===== src/rtl/sector_mem_arb_pkg.sv =====
// Shared sift sector definitions used by the sector memory arbiter and the
// sector controller: requester indices, burst/address limits, FSM encoding
// and a one-hot to index helper.
package sector_mem_arb_pkg;

  localparam int ING = 0;  // AXIS ingress writer
  localparam int EGR = 1;  // AXIS egress reader
  localparam int CTL = 2;  // sector controller microprogram

  localparam logic [2:0] OH_ING = 3'b001;
  localparam logic [2:0] OH_EGR = 3'b010;
  localparam logic [2:0] OH_CTL = 3'b100;

  // One IFP record (DATA_SIZE words) per grant.
  localparam int ARB_MAX_BURST = 38;
  // Highest legal word address of the sector memory.
  localparam int ARB_MAX_ADDR  = 569;

  typedef enum logic {
    ARB_IDLE  = 1'b0,
    ARB_BURST = 1'b1
  } arb_state_e;

  function automatic logic [1:0] onehot_to_idx(input logic [2:0] oh);
    if (oh[EGR]) return 2'(EGR);
    if (oh[CTL]) return 2'(CTL);
    return 2'(ING);
  endfunction

endpackage


===== src/rtl/sector_mem_arb_rr_pick3.sv =====
// rr_pick3: combinational 3-way round-robin picker.
// Ports:
//   req  - request vector
//   mask - eligibility mask (requester considered only if mask bit set)
//   last - index of the previous winner; search starts at (last+1) mod 3
//   gnt  - one-hot winner, zero when nothing eligible
module rr_pick3
  import sector_mem_arb_pkg::*;
(
  input  logic [2:0] req,
  input  logic [2:0] mask,
  input  logic [1:0] last,
  output logic [2:0] gnt
);

  logic [2:0] eff;

  assign eff = req & mask;

  always_comb begin
    gnt = 3'b000;
    case (last)
      2'd0: begin
        if      (eff[EGR]) gnt = OH_EGR;
        else if (eff[CTL]) gnt = OH_CTL;
        else if (eff[ING]) gnt = OH_ING;
      end
      2'd1: begin
        if      (eff[CTL]) gnt = OH_CTL;
        else if (eff[ING]) gnt = OH_ING;
        else if (eff[EGR]) gnt = OH_EGR;
      end
      default: begin
        if      (eff[ING]) gnt = OH_ING;
        else if (eff[EGR]) gnt = OH_EGR;
        else if (eff[CTL]) gnt = OH_CTL;
      end
    endcase
  end

endmodule


===== src/rtl/sector_mem_arb.sv =====
// sector_mem_arb: burst arbiter granting one of three requesters (ingress
// writer, egress reader, sector controller) access to the single-port sector
// memory. Grants are registered, beats pass through combinationally, reads
// return one cycle after the accepted beat.
// Ports:
//   axis_clk_i, axis_rstn_i      - clock, asynchronous active-low reset
//   req_i/we_i/last_i            - per-requester beat request, write, last beat
//   addr_i/wdata_i               - packed per-requester address / write data
//   ctrl_lock_i                  - run phase: only the controller may be granted
//   gnt_o                        - one-hot-or-zero registered grant
//   rvalid_o/rdata_o             - per-requester read valid, shared read data
//   mem_en_o/mem_we_o/mem_addr_o/mem_wdata_o/mem_rdata_i - memory port
//   err_o/err_clr_i              - sticky out-of-range flag and its clear
module sector_mem_arb
  import sector_mem_arb_pkg::*;
#(
  parameter int                 ADDR_W    = 16,
  parameter int                 DATA_W    = 32,
  parameter int                 MAX_BURST = ARB_MAX_BURST,
  parameter logic [ADDR_W-1:0]  MAX_ADDR  = ADDR_W'(ARB_MAX_ADDR)
) (
  input  logic                  axis_clk_i,
  input  logic                  axis_rstn_i,
  input  logic [2:0]            req_i,
  input  logic [2:0]            we_i,
  input  logic [2:0]            last_i,
  input  logic [3*ADDR_W-1:0]   addr_i,
  input  logic [3*DATA_W-1:0]   wdata_i,
  input  logic                  ctrl_lock_i,
  output logic [2:0]            gnt_o,
  output logic [2:0]            rvalid_o,
  output logic [DATA_W-1:0]     rdata_o,
  output logic                  mem_en_o,
  output logic                  mem_we_o,
  output logic [ADDR_W-1:0]     mem_addr_o,
  output logic [DATA_W-1:0]     mem_wdata_o,
  input  logic [DATA_W-1:0]     mem_rdata_i,
  output logic                  err_o,
  input  logic                  err_clr_i
);

  localparam logic [5:0] BEAT_LAST = 6'(MAX_BURST - 1);

  arb_state_e        state_q, state_d;
  logic [2:0]        gnt_d;
  logic [1:0]        last_q, last_d;
  logic [5:0]        beat_q, beat_d;
  logic [2:0]        elig_mask;
  logic [2:0]        pick;
  logic [1:0]        sel;
  logic [ADDR_W-1:0] sel_addr;
  logic              granted_req;
  logic              lock_abort;
  logic              accept;
  logic              in_range;
  logic              err_set;
  logic [2:0]        rd_vld_p1;
  logic [DATA_W-1:0] rdata_q;

  assign elig_mask = ctrl_lock_i ? OH_CTL : 3'b111;

  rr_pick3 u_pick (
    .req  (req_i),
    .mask (elig_mask),
    .last (last_q),
    .gnt  (pick)
  );

  // ---- stage p0: beat acceptance, combinational to the memory port ----
  assign sel         = onehot_to_idx(gnt_o);
  assign sel_addr    = addr_i[int'(sel)*ADDR_W +: ADDR_W];
  assign granted_req = |(gnt_o & req_i);
  // Lock can only be high during an ingress/egress grant on the cycle it rises.
  assign lock_abort  = ctrl_lock_i & (gnt_o[ING] | gnt_o[EGR]);
  assign accept      = granted_req & ~lock_abort;
  assign in_range    = (sel_addr <= MAX_ADDR);
  assign err_set     = accept & ~in_range;

  assign mem_en_o    = accept & in_range;
  assign mem_we_o    = accept & in_range & we_i[sel];
  assign mem_addr_o  = sel_addr;
  assign mem_wdata_o = wdata_i[int'(sel)*DATA_W +: DATA_W];

  always_comb begin
    state_d = state_q;
    gnt_d   = gnt_o;
    last_d  = last_q;
    beat_d  = beat_q;
    case (state_q)
      ARB_IDLE: begin
        if (|pick) begin
          state_d = ARB_BURST;
          gnt_d   = pick;
          beat_d  = 6'd0;
        end
      end
      ARB_BURST: begin
        if (accept) begin
          beat_d = (beat_q == BEAT_LAST) ? 6'd0 : beat_q + 6'd1;
        end
        if (lock_abort || !granted_req ||
            (accept && (last_i[sel] || beat_q == BEAT_LAST))) begin
          state_d = ARB_IDLE;
          gnt_d   = 3'b000;
          last_d  = sel;
        end
      end
      default: begin
        state_d = ARB_IDLE;
        gnt_d   = 3'b000;
      end
    endcase
  end

  // ---- stage p1: registered grant, read return, error flag ----
  always_ff @(posedge axis_clk_i or negedge axis_rstn_i) begin
    if (!axis_rstn_i) begin
      state_q   <= ARB_IDLE;
      gnt_o     <= 3'b000;
      last_q    <= 2'(CTL);
      beat_q    <= 6'd0;
      rd_vld_p1 <= 3'b000;
      err_o     <= 1'b0;
      rdata_q   <= '0;
    end else begin
      state_q   <= state_d;
      gnt_o     <= gnt_d;
      last_q    <= last_d;
      beat_q    <= beat_d;
      rd_vld_p1 <= (mem_en_o & ~mem_we_o) ? gnt_o : 3'b000;
      if (err_set) begin
        err_o <= 1'b1;
      end else if (err_clr_i) begin
        err_o <= 1'b0;
      end
      if (|rd_vld_p1) begin
        rdata_q <= mem_rdata_i;
      end
    end
  end

  assign rvalid_o = rd_vld_p1;
  assign rdata_o  = (|rd_vld_p1) ? mem_rdata_i : rdata_q;

endmodule


===== config.mk =====
export PLATFORM = sky130hd
export DESIGN_NAME = sector_mem_arb
export DESIGN_NICKNAME = d
export VERILOG_FILES = /design/src/rtl/sector_mem_arb_pkg.sv /design/src/rtl/sector_mem_arb_rr_pick3.sv /design/src/rtl/sector_mem_arb.sv
export SDC_FILE = /design/constraint.sdc
export NUM_CORES = 1
export LEC_CHECK = 0
export BUFFER_PORTS_ARGS = -buffer_cell sky130_fd_sc_hd__buf_4
export CAP_MARGIN = 20
export CORE_AREA = 2 2 107 109
export CTS_BUF_LIST = sky130_fd_sc_hd__clkbuf_2
export CTS_CLUSTER_SIZE = 10
export DETAILED_ROUTE_END_ITERATION = 12
export DIE_AREA = 0 0 109 111
export PLACE_DENSITY_LB_ADDON = 0.25
export SETUP_SLACK_MARGIN = 0.05
export SLEW_MARGIN = 20
export SYNTH_ARGS = -nofsm -noshare
export SYNTH_HDL_FRONTEND = slang
export SYNTH_SLANG_ARGS = --single-unit
export TNS_END_PERCENT = 1

===== constraint.sdc =====
create_clock -name axis_clk_i -period 1.96 [get_ports axis_clk_i]
set_input_delay 0.294 -clock axis_clk_i [delete_from_list [all_inputs] [get_ports axis_clk_i]]
set_output_delay 0.294 -clock axis_clk_i [all_outputs]
set_load 0.02 [all_outputs]

## Word level (Yosys, flattened, before mapping)

Cells that the tools add are included.
W data, S select, Z words.

- Memories: 0
- Input bits: 189
- Memory bits (writable): 0
- Bits in latches: 0
- ROM bits: 0
- Register bits after elaboration: 48
- Output and inout port bits: 89
- Logic and storage cells: 79

- Reduce and logical (&&, ||, !) cells: 13
- Divide/modulo/power cells: 0
- Add/sub/neg operators: 1
- Magnitude comparators: 2
- Shifts and indexed selects: 2
- Equality and inequality tests: 5
- Bitwise logic cells: 13
- $mul: 0
- Multiplexer cells: 36

Operators with widths:

| operator | count |
|---|---|
| $shiftx A96 B8 Y32 | 1 |
| $shiftx A48 B7 Y16 | 1 |
| $mux W32 | 1 |
| $mux W3 | 10 |
| $mux W6 | 3 |
| $le A16 B10 Y1 const B | 1 |
| $mux W2 | 6 |
| $pmux W3 S2 | 2 |
| $pmux W6 S2 | 1 |
| $mux W1 | 10 |
| $reduce_or A3 Y1 | 3 |
| $add A6 B1 Y6 const B | 1 |
| $and A1 B1 Y1 | 6 |
| $and A3 B3 Y3 | 2 |
| $eq A6 B6 Y1 const B | 1 |
| $reduce_and A2 Y1 | 3 |
| $bmux W1 S2 | 2 |
| $ne A2 B1 Y1 const B | 2 |
| $not A1 Y1 | 4 |
| $logic_or A1 B1 Y1 | 3 |
| $lt A2 B3 Y1 const B | 1 |
| $eq A2 B1 Y1 const B | 1 |
| $logic_not A2 Y1 | 1 |
| $ne A2 B2 Y1 const B | 1 |
| other kinds (5) | 5 |

## Logic depth before layout (Yosys ltp)

Gate-level depths: netlist (run 1).

- Depth in word-level cells: 11
- Mapped depth: 8
- Depth with buffers taken out: 6

## Modules after synthesis

Synthesis (run 1) repeated with hierarchy kept, for this count alone.

- Cell total of the unflattened synthesis: 338
- Area total of the unflattened synthesis: 3231.8 µm²

By module, submodules not included:

| module | area each (µm²) | cells an instance | times used | sequential area each (µm²) |
|---|---|---|---|---|
| sector_mem_arb | 3141.8 | 326 | 1 | 1202.4 |
| rr_pick3 | 90.1 | 12 | 1 | 0.0 |

## Worst setup path after synthesis (run 1)

No wires, ideal clock.

- Kind: reg-to-output
- Start: register gnt_o[2]
- End: output mem_we_o
- Path buffers: 2
- Cell stages (with the launch flop): 8
- Slack: -620 ps
- Required time: 1666 ps
- Arrival: 2286 ps
- Cells stage by stage: dfrtp_1 -> buf_6 -> buf_6 -> mux2i_1 -> o21ai_0 -> nor3_1 -> o21ai_1 -> a2111oi_2

- Longest elaborated chain between the ends: 8
- Elaborated cells between the ends (all ways): 14
- Classes of those cells: 1 x order compare; 1 x shift; 7 x mux; 4 x bitwise; 1 x reduce/logical

RTL lines:

| what | RTL line | RTL |
|---|---|---|
| from (decl) | sector_mem_arb.sv:30 | `output logic [2:0] gnt_o,` |
| from (signal assigned) | sector_mem_arb.sv:127 | `gnt_o <= gnt_d;` |
| $mux W1 (2 in series) | sector_mem_arb_pkg.sv:26 | `if (oh[CTL]) return 2'(CTL);` |
| $mux W2 (*) | sector_mem_arb_pkg.sv:27 | `return 2'(ING);` |
| $mux W2 (*) | sector_mem_arb_pkg.sv:26 |  |
| $shiftx A48 B7 Y16 (*) | sector_mem_arb.sv:71 | `assign sel_addr = addr_i[int'(sel)*ADDR_W +: ADDR_W];` |
| named net mem_addr_o[6] | sector_mem_arb.sv:35 | `output logic [ADDR_W-1:0] mem_addr_o,` |
| $le A16 B10 Y1 (*) | sector_mem_arb.sv:76 | `assign in_range = (sel_addr <= MAX_ADDR);` |
| $and A1 B1 Y1 (*) (2 in series) | sector_mem_arb.sv:80 | `assign mem_we_o = accept & in_range & we_i[sel];` |
| to (decl) | sector_mem_arb.sv:34 | `output logic mem_we_o,` |

The timed path passes the listed nets; every way through them passes the cells marked *. The select of a mux whose other input is x is not followed.

## Worst setup path after layout (run 1)

- Start: register gnt_o[2]
- End: output mem_we_o

- Longest elaborated chain between the ends: 8
- Elaborated cells between the ends (all ways): 14
- Classes of those cells: 1 x order compare; 1 x shift; 7 x mux; 4 x bitwise; 1 x reduce/logical

RTL lines:

| what | RTL line |
|---|---|
| $mux W1 (2 in series) | sector_mem_arb_pkg.sv:26 |
| $mux W2 | sector_mem_arb_pkg.sv:27 |
| $mux W2 | sector_mem_arb_pkg.sv:26 |
| $shiftx A48 B7 Y16 | sector_mem_arb.sv:71 |
| $le A16 B10 Y1 | sector_mem_arb.sv:76 |
| $and A1 B1 Y1 | sector_mem_arb.sv:80 |
| $and A1 B1 Y1 (*) | sector_mem_arb.sv:80 |

Mark *: on every way between the ends. The rest lies on a longest branch, timed or not. The select of a mux whose other input is x is not followed.

==> results of run 1 <==
-- layer usage --
metal | routed length (um) | part of all wire (%)
met1 | 4700 | 37
met2 | 6480 | 51
met3 | 1370 | 11
met4 | 271 | 2.1
met5 | 0 | 0
-- stage by stage --
stage / power (mW) / area (um2) / TNS (ns)
2_1_floorplan: 3.37 / 3170 / -2.48
3_3_place_gp: 4.95 / 5550 / -1.88
3_5_place_dp: 5.00 / 5550 / -2.80
4_1_cts: 5.98 / 5880 / -14.80
5_1_grt: 6.54 / 6040 / -22.50
6_report: 6.18 / 6040 / -13.64
-- cell type report --
cell class                 instances  area [um2]  share of cell area [%]
clock inverter                     3        46.3                   0.766
inverter                           3        11.3                   0.186
clock buffer                       5        25.0                   0.414
sequential                        48        1200                    19.9
tap                              143         179                    2.96
timing repair buffer             328        2610                    43.2
multi-input combinational        255        1970                    32.6
-- power by group --
group | switching [mW] | internal, mW
clock network | 0.333 | 0.220
logic | 2.18 | 2.16
registers | 0.119 | 1.17
total | 2.63 | 3.55
-- registers in the layout, summed over array words and instances (netlist names) --
register and count:
rdata_q 32, rvalid_o 3, last_q 2, gnt_o 3
err_o 1, state_q 1, beat_q 6
-- cells by family after synthesis --
group,after synthesis
multiplexers,84
buffers and inverters,25
flip-flops,48
AO/OA/AOI/OAI,76
AND/OR/NAND/NOR,92
adder cells (fa/ha/maj),2
XOR/XNOR,1
-- timing repair --
| item | CTS | global route |
|---|---|---|
| setup buffers | 16 | 5 |
| cloned | 0 | 0 |
| hold endpoints to repair | 47 | 0 |
| setup endpoints to repair | 96 | 98 |
| gates resized for setup | 58 | 32 |
| pin swaps | 7 | 15 |
| hold buffers | 1 | 0 |
-- critical path, stage by stage, from the launching register on --
cell,delay (ns)
dfrtp_2,0.45
buf_6,0.14
buf_8,0.13
mux2i_1,0.24
o21ai_2,0.09
nor2_1,0.14
o21ai_2,0.10
a2111oi_4,0.35
buf_4,0.20
-- layout by cell type (no fill, tap or decap), drive strengths merged, types with 5 or more instances in the layout --
master,count
nor2,8
clkbuf,5
mux2,34
dfrtp,47
buf,327
nand3,6
nand2,59
nor3,5
mux2i,50
o21ai,56
-- path summary, 6_finish.rpt --
check	startpoint	endpoint	slack (ns)
max	gnt_o[2]	mem_we_o	-0.61
min	mem_rdata_i[8]	rdata_q[8]	0.08
max reg2reg	gnt_o[2]	gnt_o[0]	-0.19
min reg2reg	last_q[1]	last_q[1]	0.52
max in group asynchronous	axis_rstn_i	gnt_o[2]	1.16
min in group asynchronous	axis_rstn_i	rdata_q[10]	0.36
==> metrics, run 1 <==
outcome=finished, violations left; failing checks=setup timing; grt met1 use=about a quarter; kind of critical path=flop to primary output; fin nets=between 800 and 900; wire length of the first global-routing pass=19000 um; diodes inserted=0; Power Density=around 1000 mW/mm2; Starting Density=28.4%; XOR/XNOR share of the synthesized area=less than 1%; crit path DAT=between 2 and 2.5 ns; synthesized area=around 0.0031 mm2; Pins Over Slew Limit=0; 1st-iter DRT viols=roughly 160; share of the yosys chip area belonging to registers=roughly two fifths; CTS Root Cell=clkbuf_2; CTS tree=built; aggregate global-route resource usage=20.1%; Post-Place Cells=756; Hold Path Stages=2; mux contribution to synthesized area=about 28%; initial antenna violation count=0; adder-cell share of the synthesized area=less than 1%; synthesized flop and latch total=48; post-detail-place hpwl=10400 um; Setup Skew=~0.0096 ns; Reg clk slew, reported paths=0.25 ns; Reg2Reg Depth=8; Layout area overhead=91.9%; gr busiest metal=met2; Critical Path End Type=primary output; critical path peak fanout=7; final setup vio count=72; Req. time, crit path=roughly 1.7 ns; Slew HR=about three fifths; non-filler cells, final=around 790; top cells by area, synth=dfrtp_1, mux2i_1, mux2_2; Min Hold Slack=about 0.08 ns; gr ovfl total=0; Final WS setup=-0.612 ns; VDD IR max=around 0.60 mV; H-Tree Depth=2; final-report hold violation count=0; Ports=around 280; layout cells sized above 1=62.9%; Synth Warn #=0; Leak=about 2.9 nW; slew of the pin with the lowest slew margin=roughly 0.61 ns; min cycle time layout=roughly 2.6 ns; Via density=~4.7; Synth Area in Compound Gates=between 15 and 20%; drt pass-1 iters=4; Global Route met3 Usage=roughly 6%; FMAX=slightly below 0.4 GHz; cell row count=39; Die X-Extent=between 100 and 150 um; largest family of logic cells by synthesized area=multiplexers; max cap viols=0; top_reg_cell synth=dfrtp_1; Synth area leader=dfrtp_1; Synth Net Count=approximately 520; cell count after synthesis=between 300 and 400; top-count cell post-synth=nand2_1; DRC=0; GR Layer Usage met2=35.2%; Post-Route WL=12800 um; clock tree buffer depth=2; number of enable flip-flop cells after synthesis=0; GP Congestion=0.965; synth cell count leaders=nand2_1, mux2i_1, o21ai_0; share of the synthesized area in the top cell type=approximately 37%; synth unique cells=40; post-route ant nets=0; Simple-Gate Fraction of Synth Area=a little over an eighth; core area=between 0.01 and 0.015 mm2; RSZ-0062 raised after global routing=true; largest net degree at the start of global routing=between 50 and 60; clock buffer count from CTS=5; period utilization=131%; Die Y=approximately 110 um; pre-CTS WS=-0.272 ns; CP Launch Type=flop; via count=between 3k and 4k; Worst Hold Class=primary input to flop; Async S/R FF share, synth=100%; CTS Sinks=between 40 and 50; routed wire length per instance=about 16 um; vias in the first global route=roughly 3.7k; final core occ=~55%; Fillers=986; worst skew pair latency=about 0.44 ns; DIE AREA=0.0121 mm2; syn avg cell area=9.60 um2; Port Buffer Count=between 200 and 300
(Power assumes the default switching activity.)
==> run 2, diff against run 1 <==
- CELL_PAD_IN_SITES_DETAIL_PLACEMENT: not set -> 1
- CELL_PAD_IN_SITES_GLOBAL_PLACEMENT: not set -> 2
- CORE_AREA: 2 2 107 109 -> not set
- CORE_MARGIN: not set -> 1.5
- CORE_UTILIZATION: not set -> 18
- DIE_AREA: 0 0 109 111 -> not set
==> run 2 against run 1 <==
  * The run still ends with setup timing left
  * Utilization shrank 20 points
  * Combinational power is 5.1% lower
  * Maximum frequency down 5.7%
  * Highest routed layer unchanged
==> metrics, run 2 (same netlist as run 1, synthesis figures left out) <==
outcome=finished, violations left; failing checks=setup timing; DIE AREA=0.0183 mm2 (+51%); Port Buffer Count=277 (unchanged); Worst path depth=8 (unchanged); Die X-Extent=135 um (+24%); via count=3679 (-1.2%); Max stage delay on crit path=0.55 ns (+0.10 ns); 1st-iter DRT viols=66 (-59%); Reg clk slew, reported paths=0.23 ns (-0.02 ns); crit path DAT=2.43 ns (+0.15 ns); Setup Skew=0.00466 ns (-0.00492 ns); max reg flops=32 (unchanged); initial antenna violation count=0 (unchanged); Register-to-Register Setup Slack=-0.41 ns (-0.22 ns); max cap viols=0 (unchanged); Layout area overhead=89.7%; worst skew pair latency=0.43 ns (about the same); Critical Path End Type=primary output; most common cell after layout, fill and taps aside=buf_4; diodes inserted=0 (unchanged); GP Congestion=0.789 (-18%); post-detail-place hpwl=11400 um (+9.9%); final setup vio count=97 (+35%); Cell Area, Placed=0.00567 mm2 (+2.2%); min cycle time layout=2.73 ns (+0.156 ns); Largest Register=rdata_q; layout cells sized above 1=60.5% (-2.4 points); wire length of the first global-routing pass=20600 um (+8.4%); Pins Over Slew Limit=0 (unchanged); aggregate global-route resource usage=14.4% (-5.8 points); Worst Path Buf+Inv=3 (unchanged); non-filler cells, final=853 (+8.7%); cell family with most CP delay=compound AO/OA/AOI/OAI gates; most frequent cells in the layout=buf_4, nand2_1, mux2i_1; Reg-to-Reg Start=gnt_o[2]; Hold Path Stages=2 (unchanged); pre-CTS WS=-0.289 ns (-0.0170 ns); routed wire length per instance=16.0 um (-2.3%); CTS tree=built; CTS Sinks=48 (unchanged); drt pass-1 iters=4 (unchanged); CTS Root Cell=clkbuf_2; critical path peak fanout=3 (-4); vias in the first global route=3991 (+6.9%); FF-to-FF End=rvalid_o[1]; final core occ=34.8% (-20 points); Die Y=135 um (+22%); H-Tree Depth=2 (unchanged); Min Hold Slack=0.0903 ns (+0.0105 ns); Fin Setup TNS=-22.98 ns (-9.34 ns); Reg2Reg Depth=11 (+3); Post-Route WL=13600 um (+6.2%); post-route cell area=0.00597 mm2 (-1.2%); Req. time, crit path=1.67 ns (about the same); Slew HR=58.9% (-0.11 points); Leak=2.80 nW (-3.1%); DRC=0 (unchanged); period utilization=139% (+7.9 points); core area=0.0172 mm2 (+55%); Via density=4.31 (-9.1%); hold path endpoint=rdata_q[21]; Power Density=1020 mW/mm2 (-0.64%); fin nets=819 (-1.6%); final-report hold violation count=0 (unchanged); total power=6.07 mW (-1.8%); kind of critical path=flop to primary output; Post-Place Cells=837 (+11%); Most common cell on crit path=buf_12; FMAX=0.367 GHz (-5.7%); clock tree buffer depth=2 (unchanged); biggest regs=rdata_q (32), beat_q (6); Worst Hold Class=primary input to flop; highest-delay cell along the critical path=dfrtp_4; cell row count=48 (+23%); largest net degree at the start of global routing=67 (+26%); slew of the pin with the lowest slew margin=0.617 ns (+0.00164 ns); CP Launch Type=flop; gr ovfl total=0 (unchanged); VDD IR max=0.425 mV (-29%); clock buffer count from CTS=5 (unchanged); Starting Density=18.3% (-10 points); RSZ-0062 raised after global routing=true; post-route ant nets=0 (unchanged); Final WS setup=-0.767 ns (-0.156 ns); hold path start=mem_rdata_i[21]; Ports=278 (unchanged); CP Cell Sequence=buf_12, buf_12, mux2i_1, o21ai_1, nor3_2, o21ai_2, a2111oi_4, buf_4
[run 2: worst max path at each step]
stage                        start       end  slack, ns
after global placement    gnt_o[2]  mem_we_o      -0.20
after global routing      gnt_o[2]  mem_we_o      -0.94
after CTS                 gnt_o[2]  mem_we_o      -0.77
after floorplan           gnt_o[2]  mem_we_o      -0.31
final                     gnt_o[2]  mem_we_o      -0.77
after detailed placement  gnt_o[2]  mem_we_o      -0.29
[run 2: where the power goes]
group | total [mW] | internal (mW) | switching [mW]
Combinational | 4.12 | 1.98 | 2.14
Clock | 0.656 | 0.336 | 0.319
Sequential | 1.29 | 1.17 | 0.121
[run 2: area by class of cell]
type                            count  area, um2
Timing Repair Buffer              315       2480
Clock inverter                      2       60.1
Clock buffer                        5       25.0
Multi-Input combinational cell    255       1900
Sequential cell                    48       1210
Inverter                            3       11.3
Tap cell                          225        282
Fill cell                        2025      11200
[run 2: metal layers]
metal	global-route usage, %	vias to the layer above	wire (um)
met4	3.58	0	212
met2	27.4	183	7050
li1	-	1778	-
met1	15.1	1705	4960
met5	0	-	0
met3	4.60	13	1410
[run 2: repair_timing]
action / 4_1_cts / 5_1_grt
endpoints found under the hold margin: 47 / 0
hold buffers: 1 / 0
endpoints found under the setup margin: 96 / 99
buffers inserted: 8 / 1
pin swaps: 13 / 5
resized for setup: 30 / 17
